==> src/rtl/lsu_stream.sv <==
// Load/store unit that serialises one memory transaction onto a UART byte
// stream: command flag, address bytes MSB first, then either the store data
// (MSB first) or collection of the load data with a per-byte rx timeout.
module lsu_stream #(
  parameter int         ADDR_BYTES     = 1,
  parameter int         DATA_BYTES     = 2,
  parameter logic [7:0] LOAD_FLAG      = 8'h01,
  parameter logic [7:0] STORE_FLAG     = 8'h02,
  parameter int         TIMEOUT_CYCLES = 65535
) (
  input  logic                    clk,
  input  logic                    reset,
  input  logic                    req_valid,
  output logic                    req_ready,
  input  logic                    req_store,
  input  logic [8*ADDR_BYTES-1:0] req_addr,
  input  logic [8*DATA_BYTES-1:0] req_wdata,
  output logic                    tx_valid,
  output logic [7:0]              tx_byte,
  input  logic                    tx_done,
  input  logic                    rx_valid,
  input  logic [7:0]              rx_data,
  output logic                    rsp_valid,
  output logic                    rsp_err,
  output logic [8*DATA_BYTES-1:0] rsp_rdata
);

  localparam int AW   = 8*ADDR_BYTES;
  localparam int DW   = 8*DATA_BYTES;
  localparam int MAXB = (ADDR_BYTES > DATA_BYTES) ? ADDR_BYTES : DATA_BYTES;
  localparam int CW   = (MAXB > 1) ? $clog2(MAXB) : 1;
  localparam logic [CW-1:0] ADDR_LAST = CW'(ADDR_BYTES-1);
  localparam logic [CW-1:0] DATA_LAST = CW'(DATA_BYTES-1);
  // Timeout fires on the silent cycle that would bring the count to the limit.
  localparam bit          TO_EN   = (TIMEOUT_CYCLES > 0);
  localparam logic [15:0] TO_LAST = 16'((TIMEOUT_CYCLES > 0) ? TIMEOUT_CYCLES-1 : 0);

  typedef enum logic [2:0] {
    IDLE, SEND_FLAG, SEND_ADDR, SEND_DATA, RECV_DATA, RESP
  } state_t;

  state_t        state;
  logic          store_q;
  logic [AW-1:0] addr_q;     // shifts left as bytes go out; top byte is next
  logic [DW-1:0] wdata_q;    // same scheme for store data
  logic [DW-1:0] rdata_q;    // received bytes shift in at the bottom
  logic [CW-1:0] cnt;
  logic [15:0]   tocnt;

  logic          tx_fire;
  logic [DW-1:0] rdata_nxt;

  // A byte is consumed only while it is actually being offered.
  assign tx_fire   = tx_valid & tx_done;
  assign rdata_nxt = DW'({rdata_q, rx_data});

  // Transaction FSM; all outputs are registered.
  always_ff @(posedge clk) begin
    if (reset) begin
      state     <= IDLE;
      req_ready <= 1'b1;
      tx_valid  <= 1'b0;
      tx_byte   <= 8'h00;
      rsp_valid <= 1'b0;
      rsp_err   <= 1'b0;
      rsp_rdata <= '0;
      store_q   <= 1'b0;
      addr_q    <= '0;
      wdata_q   <= '0;
      rdata_q   <= '0;
      cnt       <= '0;
      tocnt     <= '0;
    end else begin
      rsp_valid <= 1'b0;
      case (state)
        IDLE: begin
          if (req_valid) begin
            store_q   <= req_store;
            addr_q    <= req_addr;
            wdata_q   <= req_wdata;
            rdata_q   <= '0;
            req_ready <= 1'b0;
            tx_valid  <= 1'b1;
            tx_byte   <= req_store ? STORE_FLAG : LOAD_FLAG;
            state     <= SEND_FLAG;
          end
        end
        SEND_FLAG: begin
          if (tx_fire) begin
            cnt     <= '0;
            tx_byte <= addr_q[AW-1 -: 8];
            addr_q  <= addr_q << 8;
            state   <= SEND_ADDR;
          end
        end
        SEND_ADDR: begin
          if (tx_fire) begin
            if (cnt == ADDR_LAST) begin
              cnt <= '0;
              if (store_q) begin
                tx_byte <= wdata_q[DW-1 -: 8];
                wdata_q <= wdata_q << 8;
                state   <= SEND_DATA;
              end else begin
                tx_valid <= 1'b0;
                tocnt    <= '0;
                state    <= RECV_DATA;
              end
            end else begin
              cnt     <= cnt + 1'b1;
              tx_byte <= addr_q[AW-1 -: 8];
              addr_q  <= addr_q << 8;
            end
          end
        end
        SEND_DATA: begin
          if (tx_fire) begin
            if (cnt == DATA_LAST) begin
              tx_valid  <= 1'b0;
              rsp_valid <= 1'b1;
              rsp_err   <= 1'b0;
              rsp_rdata <= '0;
              state     <= RESP;
            end else begin
              cnt     <= cnt + 1'b1;
              tx_byte <= wdata_q[DW-1 -: 8];
              wdata_q <= wdata_q << 8;
            end
          end
        end
        RECV_DATA: begin
          // A byte arriving on the limit cycle takes priority over the timeout.
          if (rx_valid) begin
            tocnt   <= '0;
            rdata_q <= rdata_nxt;
            if (cnt == DATA_LAST) begin
              rsp_valid <= 1'b1;
              rsp_err   <= 1'b0;
              rsp_rdata <= rdata_nxt;
              state     <= RESP;
            end else begin
              cnt <= cnt + 1'b1;
            end
          end else if (TO_EN && tocnt == TO_LAST) begin
            rsp_valid <= 1'b1;
            rsp_err   <= 1'b1;
            rsp_rdata <= '0;
            state     <= RESP;
          end else begin
            tocnt <= tocnt + 1'b1;
          end
        end
        RESP: begin
          req_ready <= 1'b1;
          state     <= IDLE;
        end
        default: state <= IDLE;
      endcase
    end
  end

endmodule

==> config.mk <==
export PLATFORM = sky130hd
export DESIGN_NAME = lsu_stream
export DESIGN_NICKNAME = d
export VERILOG_FILES = /design/src/rtl/lsu_stream.sv
export SDC_FILE = /design/constraint.sdc
export NUM_CORES = 1
export LEC_CHECK = 0
export CAP_MARGIN = 20
export CELL_PAD_IN_SITES_DETAIL_PLACEMENT = 1
export CELL_PAD_IN_SITES_GLOBAL_PLACEMENT = 2
export CORE_MARGIN = 2
export CORE_UTILIZATION = 31
export CTS_CLUSTER_DIAMETER = 120
export DETAILED_ROUTE_END_ITERATION = 16
export PLACE_DENSITY = 0.86
export SYNTH_ARGS = -nofsm -noshare
export SYNTH_HDL_FRONTEND = slang
export SYNTH_SLANG_ARGS = --single-unit
==> constraint.sdc <==
create_clock -name clk -period 2.6 [get_ports clk]
set_input_delay 0.26 -clock clk [delete_from_list [all_inputs] [get_ports clk]]
set_output_delay 0.26 -clock clk [all_outputs]
set_load 0.02 [all_outputs]
* Word-level counts from Yosys, hierarchy flattened
Index checks and enable logic that the tools add are counted.
Operators by class: add/subtract/negate cells 2, equal/unequal tests 21, muxes and demuxes 72, bitwise logic cells 1, reduce and logical (&&, ||, !) cells 21
Operators by type and width (count):
- 16-bit 2-to-1 mux | 16
- 8-bit 2-to-1 mux | 13
- 16-bit one-hot mux with 2 select lines | 2
- 16-bit one-hot mux with 3 select lines | 1
- 8-bit one-hot mux with 4 select lines | 1
- 3-bit 2-to-1 mux | 9
- 8-bit one-hot mux with 3 select lines | 1
- 2-bit != test (second input constant) | 11
- 1-bit 2-to-1 mux | 21
- 7-bit AND reduction | 3
- 5-bit AND reduction | 4
- 16-bit by 1-bit adder with 16-bit output (second input constant) | 1
- 16-bit == test (second input constant) | 1
- 8-bit one-hot mux with 2 select lines | 1
- 3-bit one-hot mux with 5 select lines | 1
- 3-bit != test (second input constant) | 4
- 2-bit nonzero test | 4
- 4-bit nonzero test | 2
- 3-bit by 2-bit == test with 1-bit output (second input constant) | 2
- 3-bit == test (second input constant) | 2
- 1-bit one-hot mux with 2 select lines | 3
- 3-bit AND reduction | 2
- 6-bit AND reduction | 1
- 3-bit nonzero test | 2
- 8 further kinds | 9
Storage, ports and cells: flip-flop bits (word level) 81

* Longest topological paths before layout
Gate-level depths: netlist of run 1.
depth in word-level cells 4, gate-level depth with buffers 8, gate-level depth less buffers 7

* Worst setup path after synthesis of run 1
No wires, ideal clock.
path kind reg-to-reg, start point reg tocnt[0], end point reg rsp_rdata[7], library setup time 0.121 ns, arrival 1.820 ns, slack 0.659 ns, cell stages (with the launch flop) 8, clock period less this slack 1.941 ns, path through dfxtp_1 inv_1 ha_1 nand3_1 or3_4 or2_4 o2bb2ai_4 mux2_2
On the way: cells in the longest elaborated chain, start to end 3
Ends and longest elaborated chain:
- from (decl) | RTL line 48 | logic [15:0] tocnt;
- from (signal assigned) | RTL line 150 | tocnt <= tocnt + 1'b1;
- 16-bit == test | RTL line 144 | end else if (TO_EN && tocnt == TO_LAST) begin
- 3-bit != test (no source line)
- 5-bit AND reduction (no source line)
- to (signal assigned) | RTL line 139 | rsp_rdata <= rdata_nxt;
- to (decl) | RTL line 25 | output logic [8*DATA_BYTES-1:0] rsp_rdata
Every way passes these cells. A chain may end at the register's enable or synchronous reset.

* Final worst setup path of run 1
start point reg state[2], end point reg rsp_rdata[3]
On the way: cells in the longest elaborated chain, start to end 3
Ends and longest elaborated chain:
- from (decl) | RTL line 42 | state_t state;
- from (signal assigned) | RTL line 60 | state <= IDLE;
- from (signal assigned) | RTL line 85 | state <= SEND_FLAG;
- from (signal assigned) | RTL line 93 | state <= SEND_ADDR;
- 3-bit == test or 3-bit by 2-bit == test with 1-bit output (tied branches) | RTL line 75 | case (state)
- 3-bit != test (no source line) (tied with other cells)
- 5-bit AND reduction (no source line)
Several ways; a longest one is shown, not always the timed one.

==> flow_results.org, run 1 <==
** Routing
- The first detailed-routing pass ran for 4 iterations.
- Number of violations reported at the end of detailed-routing iteration 0 :: 113
- Dividing the detail-routed via count by the number of cells gives 5.088.
- Drt wl/cell :: 15.76 microns
- Drt total wl :: 11300 microns
- Antenna violation net count after detailed routing :: 0
- The detailed router placed 3648 vias in this run.
- DR DRC count :: 0

** CTS
- The clock passes through at most 2 buffers.
- After clock tree synthesis, the flow added hold-fix buffers numbering 0.
- CTS placed an instance of sky130_fd_sc_hd__clkbuf_16 at the clock tree root.
- Resized cells post-CTS :: 0
- Post-CTS timing repair inserted 0 buffers for setup.
- Number of CTS-inserted buffers :: 9
- CTS H-Tree Depth :: 3
- The tree built by TritonCTS fans out to 81 sinks.
- Register clock-pin slew on the reported worst setup and hold paths :: 60 ps
- CTS tree :: done
- For the worst-skew pair, the clock arrives at the later sink with an insertion delay of 340 ps.

** Floorplan
- For this design the top-level I/O count stands at 66.
- Measured along the y axis, the die boundary spans 116.0 microns.
- For this configuration, the core starts out at a cell density of 0.3212.
- Std cell rows :: 40
- DIE WIDTH :: 116.0 microns
- The core region is 0.01211 sq mm.
- Die area :: 0.01346 sq mm

** Flow run
- Across the run, the number of max-cap violations was 0.

** Synth
- After synthesis, the share of flip-flops with an asynchronous set or reset is 0.
- Of the total synthesized cell area, the portion taken by full adders, half adders and majority gates is 0.006433.
- Post-synth top area share :: 0.4169
- Main combinational cell family by area after synthesis :: simple AND/OR/NAND/NOR gates
- The cell area that synthesis handed to floorplanning was 0.003890 sq mm.
- Summed over all instances, the cell type with the most area after synthesis is sky130_fd_sc_hd__dfxtp_1.
- The number of nets in the synthesized netlist is 521.
- In the synthesized netlist the dominant register cell turns out to be sky130_fd_sc_hd__dfxtp_1.
- By area the synthesized netlist is led by sky130_fd_sc_hd__dfxtp_1, sky130_fd_sc_hd__nand2_1, sky130_fd_sc_hd__nand3_1.
- Synth Register Bits :: 81
- Instance count of the mapped netlist :: 481
- Counting flops with a built-in enable in the synthesized netlist gives 0.
- Of the total synthesized cell area, the portion taken by XOR and XNOR cells is 0.002252.
- Share of synthesized area spent on multiplexers :: 0.06658
- In this run, distinct cell masters in the synthesized netlist total 54.
- Each instance of the synthesized netlist takes up on average 8.087 sq um.
- Commonest cells post-synth :: sky130_fd_sc_hd__nand2_1, sky130_fd_sc_hd__dfxtp_1, sky130_fd_sc_hd__nand3_1, sky130_fd_sc_hd__a21oi_1, sky130_fd_sc_hd__nor2_1
- Total of warnings raised by yosys :: 0
- Simple-gate share of the synthesized area :: 0.2766
- The compound-gate portion of the synthesized area is 0.1849.
- Yosys instantiated no cell more often than sky130_fd_sc_hd__nand2_1.
- Of the synthesized area, sequential elements account for 0.4169.

** Pwr
- IR analysis of the VDD net gives a maximum drop of 0.4254 mV.
- Leakage power total :: 1.687 nW
- Power density over the cells :: 698.6 mW/mm^2

** Setup path
- Delay contributed by the slowest stage of the critical path :: 630 ps
- In this run the critical register-to-register path is captured at rsp_rdata[3].
- Critical Path Fanout Max :: 16
- Measured in cells, the most critical reg-to-reg path has a length of 6.
- Crit Reg-Reg Startpoint :: state[2]
- Standard cell with the maximum stage delay on the critical path :: sky130_fd_sc_hd__dfxtp_1
- Counting stages on the worst path, the most repeated cell is sky130_fd_sc_hd__buf_4.
- The critical path is of the reg -> reg type.
- Buffers and inverters on the worst path :: 2
- Data on the critical path is required at its endpoint by 2860 ps.
- On the critical path the largest part of the delay comes from flip-flops.
- Cells traversed along the worst timing path :: nor3b_4, nand2b_1, buf_4, o2bb2ai_4, buf_4, mux2i_1
- The worst setup path is captured at a flip-flop.
- The worst register-to-register path has a setup slack of 420 ps.
- Arrival time of the worst setup path :: 2440 ps
- Nature of the critical path startpoint :: flip-flop

** Timing
- Dividing the final minimum period by the clock period gives 0.8380.
- At the pin with the least slew margin, the transition time is 714.5 ps.
- The number of pins exceeding their max-slew limit in the final report was 0.
- For the final routed database, the setup TNS stands at 0 ps.
- Highest attainable clock frequency :: 459.0 MHz
- Endpoints failing hold :: 0
- Hold is met by 338.5 ps.
- Setup violations remaining at the end of the flow were counted as 0.
- Measured against its own limit, the worst slew margin works out to 0.5227.
- Post-route clock skew :: 4.807 ps
- Time the worst path needs with I/O delays and setup :: 2179 ps
- Unrepaired setup endpoints after global routing :: no

** Final layout
- At the end of the flow, the number of nets in the layout was 584.
- The repair_antennas step left the layout with diodes totalling 0.
- Of the cells placed in the final design, the portion with a size suffix greater than 1 is 0.1038.
- The area growth from synthesis to layout is 30.59%.

** Placement
- Summed over all nets, the half-perimeter wirelength after detailed placement is 8232 microns.
- Routability congestion estimate :: 0.7517
- The count of buffers added on input and output ports is 65.

** GRT
- Wire length of the first global-routing pass :: 18810 microns
- Overall overflow remaining after global route :: 0
- The initial antenna violation count came to 0.
- Number of global-route vias before repair :: 3780
- Entering global routing, the biggest net connects 25 pins.
- For this run, the total global-route usage over all layers was measured as 0.1759.

** Hold path
- Startpoint of the tightest hold check path :: reset
- Counting instances, the worst hold path has a depth of 2.
- The path with the worst hold slack has its endpoint at rdata_q[0].
- The worst hold path belongs to the class in -> reg.

** Outcome
- Outcome :: complete, no violations
cell usage in the layout (no fill, tap or decap), drive strengths merged, types with 4 or more instances in the layout:
cell type      count
inv                7
or3               10
a21oi             37
nor2              24
nand4             10
a31oi              6
a22oi              8
clkbuf            10
dfxtp             81
mux2i             18
a311oi            11
nand3             40
buf               22
clkdlybuf4s50     64
o21ai             20
nor3               6
nor2b              7
mux2               7
nand2            106
a211oi             4
how the worst max path moves through the flow:
stage	from	slack (ps)	end	depth (start not counted)
2_1_floorplan	tocnt[0]	660	rsp_rdata[7]	7
3_3_place_gp	tx_done	430	wdata_q[13]	7
3_5_place_dp	tx_done	290	wdata_q[14]	7
4_1_cts	state[2]	410	rsp_rdata[3]	6
5_1_grt	state[2]	240	rsp_rdata[11]	6
6_report	state[2]	420	rsp_rdata[3]	6
logic make-up (layout without fill, tap and decap cells):
kind of cell | after synthesis | after routing
AO/OA/AOI/OAI | 106 | 106
XOR/XNOR | 1 | 1
adder cells (fa/ha/maj) | 2 | 2
buffers and inverters | 41 | 109
flip-flops | 81 | 81
multiplexers | 25 | 25
AND/OR/NAND/NOR | 225 | 225
state kept, by name (all words and copies together), names as in the netlist:
signal,cells
req_ready,1
tx_valid,1
store_q,1
tocnt,16
addr_q,8
wdata_q,16
rsp_err,1
state,3
rdata_q,8
cnt,1
rsp_valid,1
rsp_rdata,16
tx_byte,8
worst reg2reg max path, cell delays in order, from the launching register on:
cell and delay (ps):
sky130_fd_sc_hd__dfxtp_1 630, sky130_fd_sc_hd__nor3b_4 470, sky130_fd_sc_hd__nand2b_1 130, sky130_fd_sc_hd__buf_4 190, sky130_fd_sc_hd__o2bb2ai_4 130, sky130_fd_sc_hd__buf_4 310, sky130_fd_sc_hd__mux2i_1 250
power breakdown:
group,internal [mW],switching (mW)
sequential,1.34,0.0950
combinational,0.298,0.416
clock,0.869,0.531
total,2.51,1.04
layout make-up:
class                   count  area, sq um
repair buffers             86        803.3
well taps                 168        210.2
fillers                  1466         7032
clock buffers              10        239.0
inverters                   7        26.28
multi-input cells         359         2088
flip-flops and latches     81         1622
clock inverters             6        91.34
metrics by stage:
stage	cell area (sq um)	util	instances	power, mW	worst slack, ps
6_report	5080	0.4194	717	3.549	421.1
5_1_grt	5080	0.4194	717	3.720	241.4
4_1_cts	5080	0.4194	717	3.580	410.5
3_5_place_dp	4750	0.3921	701	2.177	293.4
3_3_place_gp	4750	0.3921	701	2.155	429.0
2_1_floorplan	3890	-	481	1.898	659.3
routing by layer:
layer,vias to the layer above,share of wire,track usage
li1,1843,-,-
met1,1737,0.46,0.2212
met2,61,0.49,0.2998
met3,7,0.036,0.04707
met4,0,0.0097,0.04444
met5,-,0,0
Note: power is estimated with default switching activity, not from simulation.
==> run 2: changes to the inputs <==
==> constraint.sdc (replaced) <==
create_clock -name clk -period 2.24 [get_ports clk]
set_input_delay 0.224 -clock clk [delete_from_list [all_inputs] [get_ports clk]]
set_output_delay 0.224 -clock clk [all_outputs]
set_load 0.02 [all_outputs]
==> run 2 against run 1 <==
  * Utilization rose by 0.94 points
  * Final cell count rose by 1.3%
  * First-iteration DRC count rose by 44%
  * Sequential cell count did not move
==> flow_results.org, run 2 (synthesis results as in run 1) <==
** Hold path
- Worst min-delay path class :: in -> reg

** Final layout
- The repair_antennas step left the layout with diodes totalling 0.
- The library cell used most frequently in the layout, excluding fill and tap cells, is sky130_fd_sc_hd__nand2_1.
- Share of layout cells above drive strength 1 :: 0.1201
- Post-Layout Cell Count :: 726
- Commonest cells after routing, fill and taps aside :: sky130_fd_sc_hd__nand2_1, sky130_fd_sc_hd__dfxtp_1, sky130_fd_sc_hd__clkdlybuf4s50_1
- Compared with the post-synthesis result, the final layout area differs by 33.52%.
- Top flop regs :: rsp_rdata (16), tocnt (16), wdata_q (16)
- Number of nets in the finished design :: 594
- Once layout is complete, the utilization of the core stands at 0.4288.

** Timing
- Measured against its own limit, the worst slew margin works out to 0.5071.
- For this run, the top clock speed supported by timing is 490.1 MHz.
- Endpoints failing hold :: 0
- For the final database, setup skew stands at 6.212 ps.
- At the pin with the least slew margin, the transition time is 737.8 ps.
- Of the available clock period, the critical path in the final layout requires 0.9109.
- Unrepaired setup endpoints after global routing :: no
- Time the worst path needs with I/O delays and setup :: 2040 ps
- Accumulated negative setup slack :: 0 ps
- The number of pins exceeding their max-slew limit in the final report is 0.
- Setup slack closes at 199.6 ps.
- Finish-stage setup viols :: 0

** Routing
- Detailed routing placed a total of 5775 microns of wire on met2.
- Antenna violation net count after detailed routing :: 0
- After detailed routing, the number of vias per cell comes to 5.194.
- Across all layers, the routed design uses 3771 vias.
- Summed over all nets, wire length on met3 after detailed routing comes to 371 microns.
- For this block, wires on met1 add up to 5405 microns.
- Number of violations reported at the end of detailed-routing iteration 0 :: 163
- Drt total wl :: 11690 microns
- After detailed routing, the average wire length per cell comes to 16.10 microns.
- Uppermost metal layer occupied by signal nets :: met4
- In the routed design, unresolved DRC markers number 0.
- DRT Pass-1 Iters :: 4

** Placement
- Number of placed instances, taps included :: 711
- The count of buffers added on input and output ports is 65.
- Detailed Place HPWL :: 8486 microns
- OpenSTA, run right after detailed placement, puts the worst setup slack at 80.98 ps.
- The congestion estimate from routability-driven global placement came to 0.7851.

** GRT
- Overall routing resource usage :: 0.1827
- Wire length of the first global-routing pass :: 19680 microns
- Largest net degree at the start of global routing :: 25
- Global routing finished with a remaining overflow of 0.
- Initial antenna violation count :: 0
- The number of global-route vias before repair was 3970.

** Setup path
- Delay contributed by the slowest stage of the critical path :: 610 ps
- Standard cell with the maximum stage delay on the critical path :: sky130_fd_sc_hd__dfxtp_1
- Cell type with the highest occurrence count on the critical path :: sky130_fd_sc_hd__nor2_1
- Required time at the endpoint of the critical path :: 2470 ps
- Setup CP Type :: reg -> reg
- Counting both buffers and inverters, the worst setup path holds a total of 1.
- Element type at the critical path end :: flip-flop
- The kind of cell with the highest combined delay along the critical path is simple AND/OR/NAND/NOR gates.
- STA puts the critical path data arrival time at 2270 ps.
- Traced cell by cell, the critical path runs through nor2_1, or4_1, a21oi_2, buf_12, nor2_1, a311oi_1.
- The worst setup path is launched from a flip-flop.
- Along the worst path, the maximum fanout reaches 24.

** Floorplan
- For this design the top-level I/O count stands at 66.
- Row generation in the floorplan step produced 40 rows.
- DIE WIDTH :: 116.0 microns
- The initial utilization of the core area, before any placement, comes to 0.3212.
- Floorplan Core Area :: 0.01211 sq mm
- Die Y-Extent :: 116.0 microns
- Die area :: 0.01346 sq mm

** CTS
- Setup Buffers After CTS :: 0
- TritonCTS built the clock tree.
- For the worst-skew pair, the clock arrives at the later sink with an insertion delay of 330 ps.
- Register clock-pin slew on the reported worst setup and hold paths :: 60 ps
- Clock tree root driver cell :: sky130_fd_sc_hd__clkbuf_16
- The H-tree generated during clock tree synthesis spans 3 levels.
- CTS max path bufs :: 2
- TritonCTS created 9 clock buffers.
- Counting every sink on the clock net gives 81.

** Pwr
- The worst-case IR drop observed on VDD is 0.4072 mV.
- Leakage power total :: 1.759 nW
- P_int :: 3.053 mW
- Of the total power, the share spent switching nets is 0.2846.
- Dividing total power by cell area gives a power density of 821.7 mW/mm^2.
- Comb power frac :: 0.208
- For this design the total switching power over the nets is 1.215 mW.
- Fraction of power consumed by sequential logic :: 0.391
- Of the total power, the clock network draws 0.401.

** Flow run
- Max-Cap Viols :: 0

** Outcome
- Outcome :: complete, no violations
run 2: changes by cell type in the layout (fill, tap and decap cells not counted):
cell                         before  now
sky130_fd_sc_hd__clkinv_2         0    1
sky130_fd_sc_hd__buf_12           0    2
sky130_fd_sc_hd__clkinvlp_4       3    0
sky130_fd_sc_hd__buf_4           21   29
sky130_fd_sc_hd__bufinv_16        2    3
sky130_fd_sc_hd__dfxtp_1         81   80
sky130_fd_sc_hd__dfxtp_2          0    1
run 2: worst register-to-register path: stages, from the launching register on:
cell                       delay, ps
sky130_fd_sc_hd__dfxtp_1         610
sky130_fd_sc_hd__nor2_1          110
sky130_fd_sc_hd__or4_1           480
sky130_fd_sc_hd__a21oi_2         220
sky130_fd_sc_hd__buf_12          180
sky130_fd_sc_hd__nor2_1           60
sky130_fd_sc_hd__a311oi_1        280
run 2: layout make-up:
type / instances / area [sq um]
repair buffers: 96 / 903.4
clock buffers: 10 / 239.0
inverters: 7 / 26.28
fillers: 1489 / 6918
flip-flops and latches: 81 / 1623
clock inverters: 5 / 103.9
multi-input cells: 359 / 2088
well taps: 168 / 210.2
run 2: power groups by stage:
stage | clock (mW) | sequential (mW) | combinational, mW
4_1_cts | 1.74 | 1.67 | 0.890
3_3_place_gp | 0 | 1.69 | 0.850
6_report | 1.71 | 1.67 | 0.886
2_1_floorplan | 0 | 1.67 | 0.533
3_5_place_dp | 0 | 1.70 | 0.881
5_1_grt | 1.80 | 1.68 | 0.980
run 2: through the flow:
stage | total power [mW] | hold WS, ps | area [sq um]
floorplan | 2.203 | 354.4 | 3890
global placement | 2.544 | 440.6 | 4850
detailed placement | 2.580 | 447.4 | 4850
CTS | 4.301 | 328.3 | 5192
global route | 4.464 | 346.4 | 5194
finish | 4.268 | 328.3 | 5194
run 2: repair_timing:
action,in CTS,in global routing
setup endpoints to repair,0,20
hold buffers,0,0
resized for setup,0,1
run 2: path summary, 6_finish.rpt:
kind,startpoint,endpoint,slack (ps),depth (start not counted)
worst max register to register,state[0],wdata_q[13],200,6
worst min register to register,rsp_rdata[14],rsp_rdata[14],460,2
worst max-delay path,state[0],wdata_q[13],200,6
worst min-delay path,reset,tx_byte[5],330,2
run 2: per-layer routing:
metal  vias up  track usage
li1       1866            -
met1      1823       0.2283
met2        70       0.3209
met3        12      0.03504
met4         0      0.05159
met5         -            0
